`config.mk`:
```
export PLATFORM = sky130hd
export DESIGN_NAME = clk_div_prog
export DESIGN_NICKNAME = d
export VERILOG_FILES = /design/src/rtl/clk_div_prog.sv
export SDC_FILE = /design/constraint.sdc
export NUM_CORES = 1
export LEC_CHECK = 0
export ABC_AREA = 0
export CAP_MARGIN = 20
export CORE_ASPECT_RATIO = 0.5
export CORE_UTILIZATION = 40
export CTS_BUF_LIST = sky130_fd_sc_hd__clkbuf_8
export CTS_CLUSTER_DIAMETER = 50
export CTS_CLUSTER_SIZE = 12
export DETAILED_ROUTE_END_ITERATION = 6
export HOLD_SLACK_MARGIN = 0.15
export PLACE_DENSITY = 0.58
export SLEW_MARGIN = 10
export SYNTH_ARGS = -nofsm -noshare
export SYNTH_HDL_FRONTEND = slang
export SYNTH_SLANG_ARGS = --single-unit
```
`constraint.sdc`:
```
create_clock -name clk_i -period 9.35 [get_ports clk_i]
set_input_delay 1.87 -clock clk_i [delete_from_list [all_inputs] [get_ports clk_i]]
set_output_delay 1.87 -clock clk_i [all_outputs]
set_load 0.02 [all_outputs]
```
`src/rtl/clk_div_prog.sv`:
```
// clk_div_prog: CHANNELS independent programmable clock dividers with shadowed divisors.
// Optional macro CLK_DIV_SYNC_EN adds sync_i, which realigns every enabled channel.
module clk_div_prog #(
  parameter int CHANNELS    = 4,
  parameter int CNT_W       = 16,
  parameter int DEFAULT_DIV = 50,
  parameter int SEL_W       = (CHANNELS > 1) ? $clog2(CHANNELS) : 1
) (
  input  logic                clk_i,
  input  logic                rst_i,
  input  logic [CHANNELS-1:0] en_i,
  input  logic                div_wr_i,
  input  logic [SEL_W-1:0]    div_sel_i,
  input  logic [CNT_W-1:0]    div_data_i,
`ifdef CLK_DIV_SYNC_EN
  input  logic                sync_i,
`endif
  output logic                div_ack_o,
  output logic [CHANNELS-1:0] clk_o,
  output logic [CHANNELS-1:0] tick_o
);

  localparam logic [CNT_W-1:0] ONE     = CNT_W'(1);
  localparam logic [CNT_W-1:0] DEF_DIV = CNT_W'(DEFAULT_DIV);

  logic wr_ok;
  logic sync_w;
  logic ack_q, ack_d;

`ifdef CLK_DIV_SYNC_EN
  assign sync_w = sync_i;
`else
  assign sync_w = 1'b0;
`endif

  // Out-of-range selects are dropped entirely: no shadow update and no ack.
  always_comb begin
    wr_ok = div_wr_i && (32'(div_sel_i) < 32'(CHANNELS));
    ack_d = wr_ok;
  end

  always_ff @(posedge clk_i or negedge rst_i) begin
    if (!rst_i) begin
      ack_q <= 1'b0;
    end else begin
      ack_q <= ack_d;
    end
  end

  assign div_ack_o = ack_q;

  for (genvar g = 0; g < CHANNELS; g++) begin : g_ch
    logic [CNT_W-1:0] cnt_q, cnt_d;
    logic [CNT_W-1:0] act_q, act_d;
    logic [CNT_W-1:0] shd_q, shd_d;
    logic [CNT_W-1:0] shd_eff;
    logic [CNT_W-1:0] half;
    logic             run_q, run_d;
    logic             clk_q, clk_d;
    logic             tick_q, tick_d;
    logic             wr_hit;
    logic             bound;

    // A period boundary is a wrap, a fresh start after enable, a parked (A=0)
    // channel or a sync strobe; only there may the active divisor change.
    always_comb begin
      wr_hit  = wr_ok && (div_sel_i == SEL_W'(g));
      shd_eff = wr_hit ? div_data_i : shd_q;
      shd_d   = shd_eff;
      bound   = !run_q || (act_q == '0) || (cnt_q == act_q - ONE) || sync_w;
      run_d   = en_i[g];
      cnt_d   = '0;
      act_d   = shd_eff;
      if (en_i[g] && !bound) begin
        cnt_d = cnt_q + ONE;
        act_d = act_q;
      end
      half   = (act_d >> 1) + {{(CNT_W-1){1'b0}}, act_d[0]};
      clk_d  = en_i[g] && (act_d != '0) && (cnt_d < half);
      tick_d = en_i[g] && (act_d != '0) && (cnt_d == act_d - ONE);
    end

    always_ff @(posedge clk_i or negedge rst_i) begin
      if (!rst_i) begin
        cnt_q  <= '0;
        act_q  <= DEF_DIV;
        shd_q  <= DEF_DIV;
        run_q  <= 1'b0;
        clk_q  <= 1'b0;
        tick_q <= 1'b0;
      end else begin
        cnt_q  <= cnt_d;
        act_q  <= act_d;
        shd_q  <= shd_d;
        run_q  <= run_d;
        clk_q  <= clk_d;
        tick_q <= tick_d;
      end
    end

    assign clk_o[g]  = clk_q;
    assign tick_o[g] = tick_q;
  end

endmodule
```
# Yosys cells after proc, flatten, opt, wreduce, memory -nomap -nowiden
# Cells that the tools add are included.
[totals]
output_inout_bits = 9
reg_bits = 205
in_bits = 25
wordCells = 113
[op_classes]
n_eq_ne = 11
n_lt_le_gt_ge = 4
reduce_logical = 45
add_sub_neg = 16
mux = 12
[op_table]
columns = ["cell", "count"]
rows = [
  ["$mux 16", 12],
  ["$eq 16x16->1", 8],
  ["$sub 16x1->16 const B", 8],
  ["$add 15x1->16", 4],
  ["$add 16x1->16 const B", 4],
  ["$logic_not 16->1", 4],
  ["$lt 16x16->1", 4],
  ["$reduce_bool 16->1", 4],
  ["$logic_and 1x1->1", 20],
  ["$logic_not 1->1", 8],
  ["$logic_or 1x1->1", 8],
  ["$eq 2x2->1 const B", 2],
  ["$eq 2x1->1 const B", 1],
  ["$logic_not 2->1", 1],
]

# Logic depth before layout (Yosys ltp)
# Gate-level depths: netlist (run 1).
[logic_depth]
depth_word = 9
depth_mapped = 32
mapped_depth_nobuf = 27

# Worst setup path after synthesis (run 1)
# Ideal clock, no wire load.
[synth_path]
path_type = "register -> register"
startpoint = "register g_ch[0].act_q[3]"
endpoint = "register g_ch[0].clk_q"
t_arrival_ps = 5837
path_stages_with_launch = 29
path_slack_ps = 3448
n_path_buf = 5
setup_ps = 65
period_less_slack_ps = 5902
cell_sequence = "dfrtp_1 clkbuf_1 nor4_4 nand3_1 or4_1 xnor2_1 or4_1 o21ai_2 buf_4 buf_2 buf_2 buf_2 mux2i_1 inv_1 ha_1 ha_1 nand2_1 or3_1 xnor2_1 ha_1 nor2b_1 o21ai_0 nand2b_1 a21oi_1 nor2b_1 o21ai_0 nand2b_1 a2111oi_0 o21a_1"
[synth_via]
elab_chain_cells = 9
[synth_lines]
columns = ["item", "line", "rtl"]
rows = [
  ["from (decl)", "54", "logic [CNT_W-1:0] act_q, act_d;"],
  ["from (signal assigned)", "93", "act_q <= act_d;"],
  ["$sub 16x1->16 or $logic_not 16->1 (tied branches)", "70", "bound = !run_q || (act_q == '0) || (cnt_q == act_q - ONE) || sync_w;"],
  ["$eq 16x16->1 or $logic_or 1x1->1 (tied branches)", "70", ""],
  ["$logic_or 1x1->1 *", "70", ""],
  ["$logic_not 1->1 *", "74", "if (en_i[g] && !bound) begin"],
  ["$logic_and 1x1->1 *", "74", ""],
  ["$mux 16 *", "74", ""],
  ["net g_ch[0].act_d[0]", "54", ""],
  ["$add 15x1->16 or $reduce_bool 16->1 (tied branches)", "78, 79", ""],
  ["$lt 16x16->1 or $logic_and 1x1->1 (tied branches)", "79", "clk_d = en_i[g] && (act_d != '0) && (cnt_d < half);"],
  ["$logic_and 1x1->1 *", "79", ""],
  ["net g_ch[0].clk_d", "59", "logic clk_q, clk_d;"],
  ["to (signal assigned)", "96", "clk_q <= clk_d;"],
  ["to (decl)", "59", ""],
]
# The timed path passes the listed nets; every way through them passes the cells marked *.

# Worst setup path after layout (run 1)
[layout_path]
startpoint = "register g_ch[1].act_q[0]"
endpoint = "register g_ch[1].clk_q"
[layout_via]
elab_chain_cells = 9
[layout_lines]
columns = ["item", "line"]
rows = [
  ["from (decl)", "54"],
  ["from (signal assigned)", "93"],
  ["$sub 16x1->16 or $logic_not 16->1 (tied branches)", "70"],
  ["$eq 16x16->1 or $logic_or 1x1->1 (tied branches)", "70"],
  ["$logic_or 1x1->1 *", "70"],
  ["$logic_not 1->1 *", "74"],
  ["$logic_and 1x1->1 *", "74"],
  ["$mux 16 *", "74"],
  ["net g_ch[1].act_d[1]", "54"],
  ["$add 15x1->16 or $reduce_bool 16->1 (tied branches)", "78, 79"],
  ["$lt 16x16->1 or $logic_and 1x1->1 (tied branches)", "79"],
  ["$logic_and 1x1->1 *", "79"],
  ["net g_ch[1].clk_d", "59"],
  ["to (signal assigned)", "96"],
  ["to (decl)", "59"],
]
# Marked as above.

==> metrics, run 1 <==
cell leakage power 7.39 nW; Post-Syn Area 16,200 um^2; Min-Delay Path Class reg2reg; MaxCap Viol Count 0; Worst-Skew Late Latency 0.59 ns; WHS Path Cells 2; GPL Wtd Cong 0.924; initial core utilization 41.1%; EDFF count, synth 0; Max Root-Sink Buffers 3; Final Util 44.0%; wire length per cell 19.1 um; grt ovf 0; DR iter-0 viols 1,236; Syn Nets 1,968; io pins 34; CTS clk-pin slew, worst paths 0.09 ns; final WL 45.7 mm; Max H-tree Level 1; Slew Limit Fails 0; Core Box Area 39,400 um^2; # rows 51; status finished clean; Post-CTS Setup Repair Bufs 0; final hold viol count 0; Crit Path Max Fanout 49; distinct cell type count after synthesis 78; Slowest-stage cell, CP buf_4; TritonCTS buffer count 25; largest net degree at the start of global routing 79; Slew Limit Headroom 37.0%; vias 13.2k; sequential fraction of design power 41.2%; Peak VDD IR 0.0859 mV; HPWL Detailed 35.4 mm; Crit path required time 9.82 ns; Critical Path Max Stage Delay 0.53 ns; clk sinks 205; share of post-route cells with drive strength above 1 8.08%; Layout area overhead 7.07%; CP Buf/Inv Count 4; RSZ-0062 raised after global routing false; fin crit share 70.2%; Min Clock Period, post-route 6.56 ns; Net Switching 0.00113 W; Post-Syn Area per Cell 8.71 um^2; via/cell ratio 5.55; Net Sw Frac 39.9%; post_cts resized 0; final-report setup violation count 0; Clock Root Buffer clkbuf_8; number of global-route vias before repair 12.5k; IO Port Bufs 33; drt first pass iters 7; CTS tree yes; most used cell, CP ha_1; r2r setup slk 2.79 ns; Chip Width 287 um; achievable frequency 152 MHz; remaining antenna violation count 0; GRT Resource Usage Total 22.5%; post-synthesis register bit count 205; share of the yosys chip area belonging to registers 31.9%; critical path depth 25; first-pass GRT wire length 72.9 mm; Post-synth top flop dfrtp_1; CP Class reg2reg; die height 144 um; warnings from Yosys 0; antenna violations before repair 0; Worst Setup End Kind flop; Final #Nets 1,948; P_int 0.00170 W; asr flop ratio synth 100%; Cells after Synth 1,859; CP Launch Type flop; full die area 41,300 um^2; worst clock skew 0.0367 ns; DR DRC count 0; Clk pwr share 23.6%; Hold Buf Count CTS 0; largest delay contributor family on the critical path compound AO/OA/AOI/OAI gates; Worst Max-Slew Pin Slew 0.946 ns; Worst R2R Path Depth 25; Gate power share 35.2%; Setup TNS Final 0 ns; Arrival @ worst endpoint 7.03 ns; PD cells 164 nW/um^2
[tightest hold or removal path: cells and delay by family (launching register included)]
kind                   cells  cell delay, ns
flip-flops                 1            0.33
multiplexers               1            0.10
buffers and inverters      1            0.06
[cell usage in the layout (no fill, tap or decap), types with 6 or more instances in the layout]
cell	instances
nor2_1	185
dfrtp_1	181
xnor2_1	173
nand2_1	139
xor2_1	108
inv_1	100
mux2i_1	85
ha_1	84
o21ai_0	81
nand3_1	80
nor3_1	68
a21oi_1	62
mux2_2	45
nand4_1	34
and3_1	33
clkdlybuf4s50_1	32
clkbuf_8	26
dfstp_2	24
nor4_1	23
nand2b_1	20
or3_1	20
a31oi_1	17
nor2b_1	16
o21a_1	15
a21o_1	13
a211oi_1	12
buf_4	12
or4_1	10
o211ai_1	9
a2111oi_0	9
and2_1	9
nand3b_1	8
o31ai_1	7
nor3b_1	6
and4_1	6
or2_2	6
[area by class of cell]
cell class	instances	area [um^2]
Multi-Input combinational cell	1469	10200
Clock inverter	18	131
Fill cell	3840	22000
Inverter	92	345
Antenna cell	1	2.50
Tap cell	530	663
Sequential cell	205	5160
Timing Repair Buffer	46	430
Clock buffer	26	358
[synth_stat cells, drive strengths merged (6+ instances only)]
cell type,n,area (um^2)
xnor2,173,1520
nor4,27,229
and3,33,206
o21ai,84,428
nor3b,7,52.6
xor2,108,946
o211ai,9,67.6
or3,20,125
nand3,80,400
o21a,15,113
nand2b,20,125
inv,92,345
mux2,45,507
dfrtp,181,4530
a31oi,17,106
clkbuf,42,158
and4,6,52.6
a21oi,63,319
and2,9,56.3
a211oi,12,90.1
nor2,187,707
buf,51,303
ha,84,1050
nand3b,8,60.1
nor2b,16,100
a2111oi,9,78.8
nor3,70,360
nand2,140,528
or4,11,86.3
nand4,34,213
or2,6,37.5
dfstp,24,631
o31ai,7,52.6
a21o,13,97.6
mux2i,85,851
[kinds of logic after synthesis]
| group | count (synthesis) | synth area share (%) |
|---|---|---|
| AO/OA/AOI/OAI | 282 | 11.3 |
| adder cells (fa/ha/maj) | 84 | 6.49 |
| XOR/XNOR | 281 | 15.2 |
| multiplexers | 131 | 8.53 |
| flip-flops | 205 | 31.9 |
| buffers and inverters | 185 | 4.98 |
| AND/OR/NAND/NOR | 691 | 21.6 |
[layer usage]
layer	part of all wire (%)	global-route usage (%)
met1	52	35.4
met2	40	32.3
met3	6.3	3.14
met4	1.2	3.52
met5	0	0
[registers in the layout (all words and copies together), names as in the netlist]
signal and flops:
g_ch.act_q 64, g_ch.shd_q 64, g_ch.run_q 4, g_ch.clk_q 4, g_ch.tick_q 4, div_ack_o 1, g_ch.cnt_q 64
[worst paths after layout]
kind	to	start
max	g_ch[1].clk_q	g_ch[1].act_q[0]
min	g_ch[0].shd_q[14]	g_ch[0].shd_q[14]
max reg2reg	g_ch[1].clk_q	g_ch[1].act_q[0]
min reg2reg	g_ch[0].shd_q[14]	g_ch[0].shd_q[14]
max in group asynchronous	g_ch[1].cnt_q[2]	rst_i
min in group asynchronous	g_ch[2].cnt_q[13]	rst_i
[per-stage QoR]
stage / cells / setup WS (ns) / cell area, um^2 / total power, W / hold slack [ns]
final: 2387 / 2.79 / 17300 / 0.00284 / 0.513
after global routing: 2386 / 2.29 / 17300 / 0.00302 / 0.559
after CTS: 2385 / 2.88 / 17300 / 0.00284 / 0.514
after detailed placement: 2341 / 2.88 / 16800 / 0.00216 / 0.492
after global placement: 2341 / 2.97 / 16800 / 0.00216 / 0.482
after floorplan: 1859 / 3.45 / 16200 / 0.00187 / 0.460
[power groups by stage]
| stage | clock [W] | sequential, W | combinational [W] |
|---|---|---|---|
| floorplan | 0 | 0.00109 | 0.000785 |
| global placement | 0 | 0.00118 | 0.000983 |
| detailed placement | 0 | 0.00118 | 0.000983 |
| CTS | 0.000690 | 0.00116 | 0.000989 |
| global route | 0.000728 | 0.00119 | 0.00110 |
| finish | 0.000670 | 0.00117 | 0.000997 |
Power figures use the tool's default switching activity.
==> run 2: changes to the inputs <==
--- a/config.mk
+++ b/config.mk
@@ -14,7 +14,7 @@
 export CTS_CLUSTER_SIZE = 12
 export DETAILED_ROUTE_END_ITERATION = 6
 export HOLD_SLACK_MARGIN = 0.15
-export PLACE_DENSITY = 0.58
+export PLACE_DENSITY = 0.6
 export SLEW_MARGIN = 10
 export SYNTH_ARGS = -nofsm -noshare
 export SYNTH_HDL_FRONTEND = slang
==> constraint.sdc (replaced) <==
create_clock -name clk_i -period 5.45 [get_ports clk_i]
set_input_delay 1.09 -clock clk_i [delete_from_list [all_inputs] [get_ports clk_i]]
set_output_delay 1.09 -clock clk_i [all_outputs]
set_load 0.02 [all_outputs]
==> run 2 against run 1 <==
Hold slack lost 0.057 ns. Flip-flop and latch count stayed put. First-iteration DRC count decreased by 3.2%. Via count increased by 5.8%. Critical path depth fell by 1. Register-to-register slack got worse by 2.5 ns. Cell count up 5.9%. Non-clock buffer count is 139 higher. Final area is 8.1% higher. Sequential share of layout area is 2.2 points lower. Global-route usage grew 0.58 points. Combinational power up 110%. Largest cell class unchanged. Highest routed layer unchanged.
==> metrics, run 2 (same netlist as run 1, synthesis figures left out) <==
reg-to-reg critical path startpoint g_ch[0].act_q[11]; drt first pass iters 5 (-2); antenna violations before repair 0 (unchanged); wire length per cell 18.9 um (-1.4%); FF-to-FF End g_ch[0].clk_q; vias 14.0k (+5.8%); r2r setup slk 0.24 ns (-2.55 ns); Worst-Skew Late Latency 0.61 ns (+0.02 ns); clk sinks 205 (unchanged); DP Area 17,900 um^2 (+6.6%); IO Port Bufs 33 (unchanged); Crit Path Max Fanout 10 (-80%); placed cells 2,474 (+5.7%); Slew Limit Fails 0 (unchanged); Min Clock Period, post-route 5.21 ns (-1.35 ns); first-pass GRT wire length 74.6 mm (+2.3%); cell leakage power 8.16 nW (+10%); Clock Root Buffer clkbuf_8; worst-path cell chain or2_2 -> or3_1 -> or4_4 -> xnor2_1 -> or4_4 -> o21ai_4 -> buf_12 -> mux2i_2 -> inv_2 -> ha_4 -> ha_4 -> nand2_1 -> or3_4 -> xnor2_1 -> ha_1 -> nor2b_1 -> o21ai_1 -> nand2b_1 -> a21oi_1 -> nor2b_1 -> o21ai_0 -> nand2b_1 -> a2111oi_4 -> o21a_1; Top Registers g_ch.act_q (64), g_ch.cnt_q (64), g_ch.shd_q (64); Worst Slack Setup Final 0.240 ns (-2.55 ns); worst clock skew 0.0214 ns (-0.0153 ns); Worst Max-Slew Pin Slew 0.781 ns (-0.164 ns); Core Box Area 39,400 um^2 (unchanged); via/cell ratio 5.55 (about the same); # rows 51 (unchanged); status finished clean; number of global-route vias before repair 12.9k (+3.1%); fin cells 2,528 (+5.9%); GPL Wtd Cong 0.925 (about the same); Layout area overhead 15.8%; Worst Setup End Kind flop; CTS clk-pin slew, worst paths 0.09 ns (about the same); Design Area, Final 18,700 um^2 (+8.1%); DR DRC count 0 (unchanged); Worst Setup SP g_ch[0].act_q[11]; final-report setup violation count 0 (unchanged); Peak VDD IR 0.169 mV (+96%); grt ovf 0 (unchanged); Hold Buf Count CTS 0 (unchanged); GRT Resource Usage Total 23.1% (+0.58 points); fin crit share 95.6% (+25 points); final WL 47.7 mm (+4.5%); largest delay contributor family on the critical path simple AND/OR/NAND/NOR gates; Clk pwr share 25.5% (+1.9 points); DR iter-0 viols 1,197 (-3.2%); CP Buf/Inv Count 2 (-2); n_diodes 0 (-1); CTS tree yes; TritonCTS buffer count 26 (+4.0%); Slowest-stage cell, CP or4_4; Worst R2R Path Depth 24 (-4.0%); Critical Path Max Stage Delay 0.49 ns (-0.04 ns); Slew Limit Headroom 47.4% (+10 points); share of post-route cells with drive strength above 1 16.2% (+8.1 points); Net Sw Frac 38.3% (-1.6 points); Chip Width 287 um (unchanged); Max H-tree Level 1 (unchanged); final hold viol count 0 (unchanged); CP Class reg2reg; Crit path required time 5.98 ns (-3.84 ns); HPWL Detailed 37.3 mm (+5.2%); MaxCap Viol Count 0 (unchanged); most common cell after layout, fill and taps aside nor2_1; CP Launch Type flop; Max Root-Sink Buffers 3 (unchanged); Net Switching 0.00206 W (+82%); Min-Delay Path Class in2async; Final Util 47.6% (+3.6 points); Design Power 0.00537 W (+89%); PD cells 287 nW/um^2 (+75%); Arrival @ worst endpoint 5.74 ns (-1.29 ns); sequential fraction of design power 36.2% (-5.0 points); initial core utilization 41.1% (unchanged); largest net degree at the start of global routing 121 (+53%); worst slack, placed 0.0367 ns (-2.84 ns); P_int 0.00331 W (+95%); die height 144 um (unchanged); Gate power share 38.4% (+3.2 points); achievable frequency 192 MHz (+26%); full die area 41,300 um^2 (unchanged); remaining antenna violation count 0 (unchanged); io pins 34 (unchanged); Final #Nets 2,088 (+7.2%); most frequent cells in the layout 184 x nor2_1, 181 x dfrtp_1, 173 x xnor2_1
==> run 2: cell count changes in the layout (fill, tap and decap cells not counted), sizes merged <==
cell,previous run,this run
clkinv,4,7
inv,104,99
buf,13,152
bufinv,1,4
clkinvlp,1,0
clkbuf,27,30
diode,1,0
==> run 2: metrics by stage <==
step           setup TNS, ns  hold slack [ns]
2_1_floorplan       -0.00319            0.460
3_3_place_gp               0            0.503
3_5_place_dp               0            0.518
4_1_cts                    0            0.479
5_1_grt              -0.0246            0.484
6_report                   0            0.456
==> run 2: worst max-delay path by stage <==
stage,slack (ns),cells after the start,to
6_report,0.24,24,g_ch[0].clk_q
5_1_grt,-0.02,25,g_ch[2].clk_q
4_1_cts,0.09,24,g_ch[0].clk_q
3_3_place_gp,0.1,23,g_ch[1].clk_q
3_5_place_dp,0.04,23,g_ch[1].clk_q
2_1_floorplan,-0.003,28,g_ch[0].clk_q
==> run 2: power groups by stage <==
| stage | Combinational, W | Sequential [W] | Clock (W) |
|---|---|---|---|
| 6_report | 0.00206 | 0.00194 | 0.00137 |
| 5_1_grt | 0.00225 | 0.00197 | 0.00146 |
| 4_1_cts | 0.00201 | 0.00194 | 0.00141 |
| 3_5_place_dp | 0.00200 | 0.00196 | 0 |
| 3_3_place_gp | 0.00200 | 0.00196 | 0 |
| 2_1_floorplan | 0.00136 | 0.00187 | 0 |
==> run 2: what timing repair did <==
item                       CTS  global route
setup endpoints to repair    1             5
cloned                       0             1
pin swaps                    1             9
gates resized for setup      0            30
setup buffers                1             5
==> run 2: final cells by class <==
class,count,area (um^2)
inverters,92,345
well taps,530,663
clock inverters,18,206
repair buffers,185,1570
multi-input cells,1469,10400
flip-flops and latches,205,5160
fillers,3736,20600
clock buffers,29,399
==> run 2: per-layer routing <==
layer	global-route usage, %	routed length [um]	vias to the layer above
met2	32.9	19400	449
li1	-	-	6782
met1	35.9	24300	6727
met3	3.63	3310	60
met5	0	0	-
met4	4.81	726	0
==> run 2: worst register-to-register path, delay by kind of cell (launching register included) <==
family / cells / cell delay, ns
DFF: 1 / 0.41
xor gates and xnor gates: 2 / 0.27
AOI/OAI and AO/OA: 6 / 1.08
adders and majority gates: 3 / 0.59
and+or+nand+nor: 10 / 2.48
buffers and inverters: 2 / 0.24
muxes: 1 / 0.08
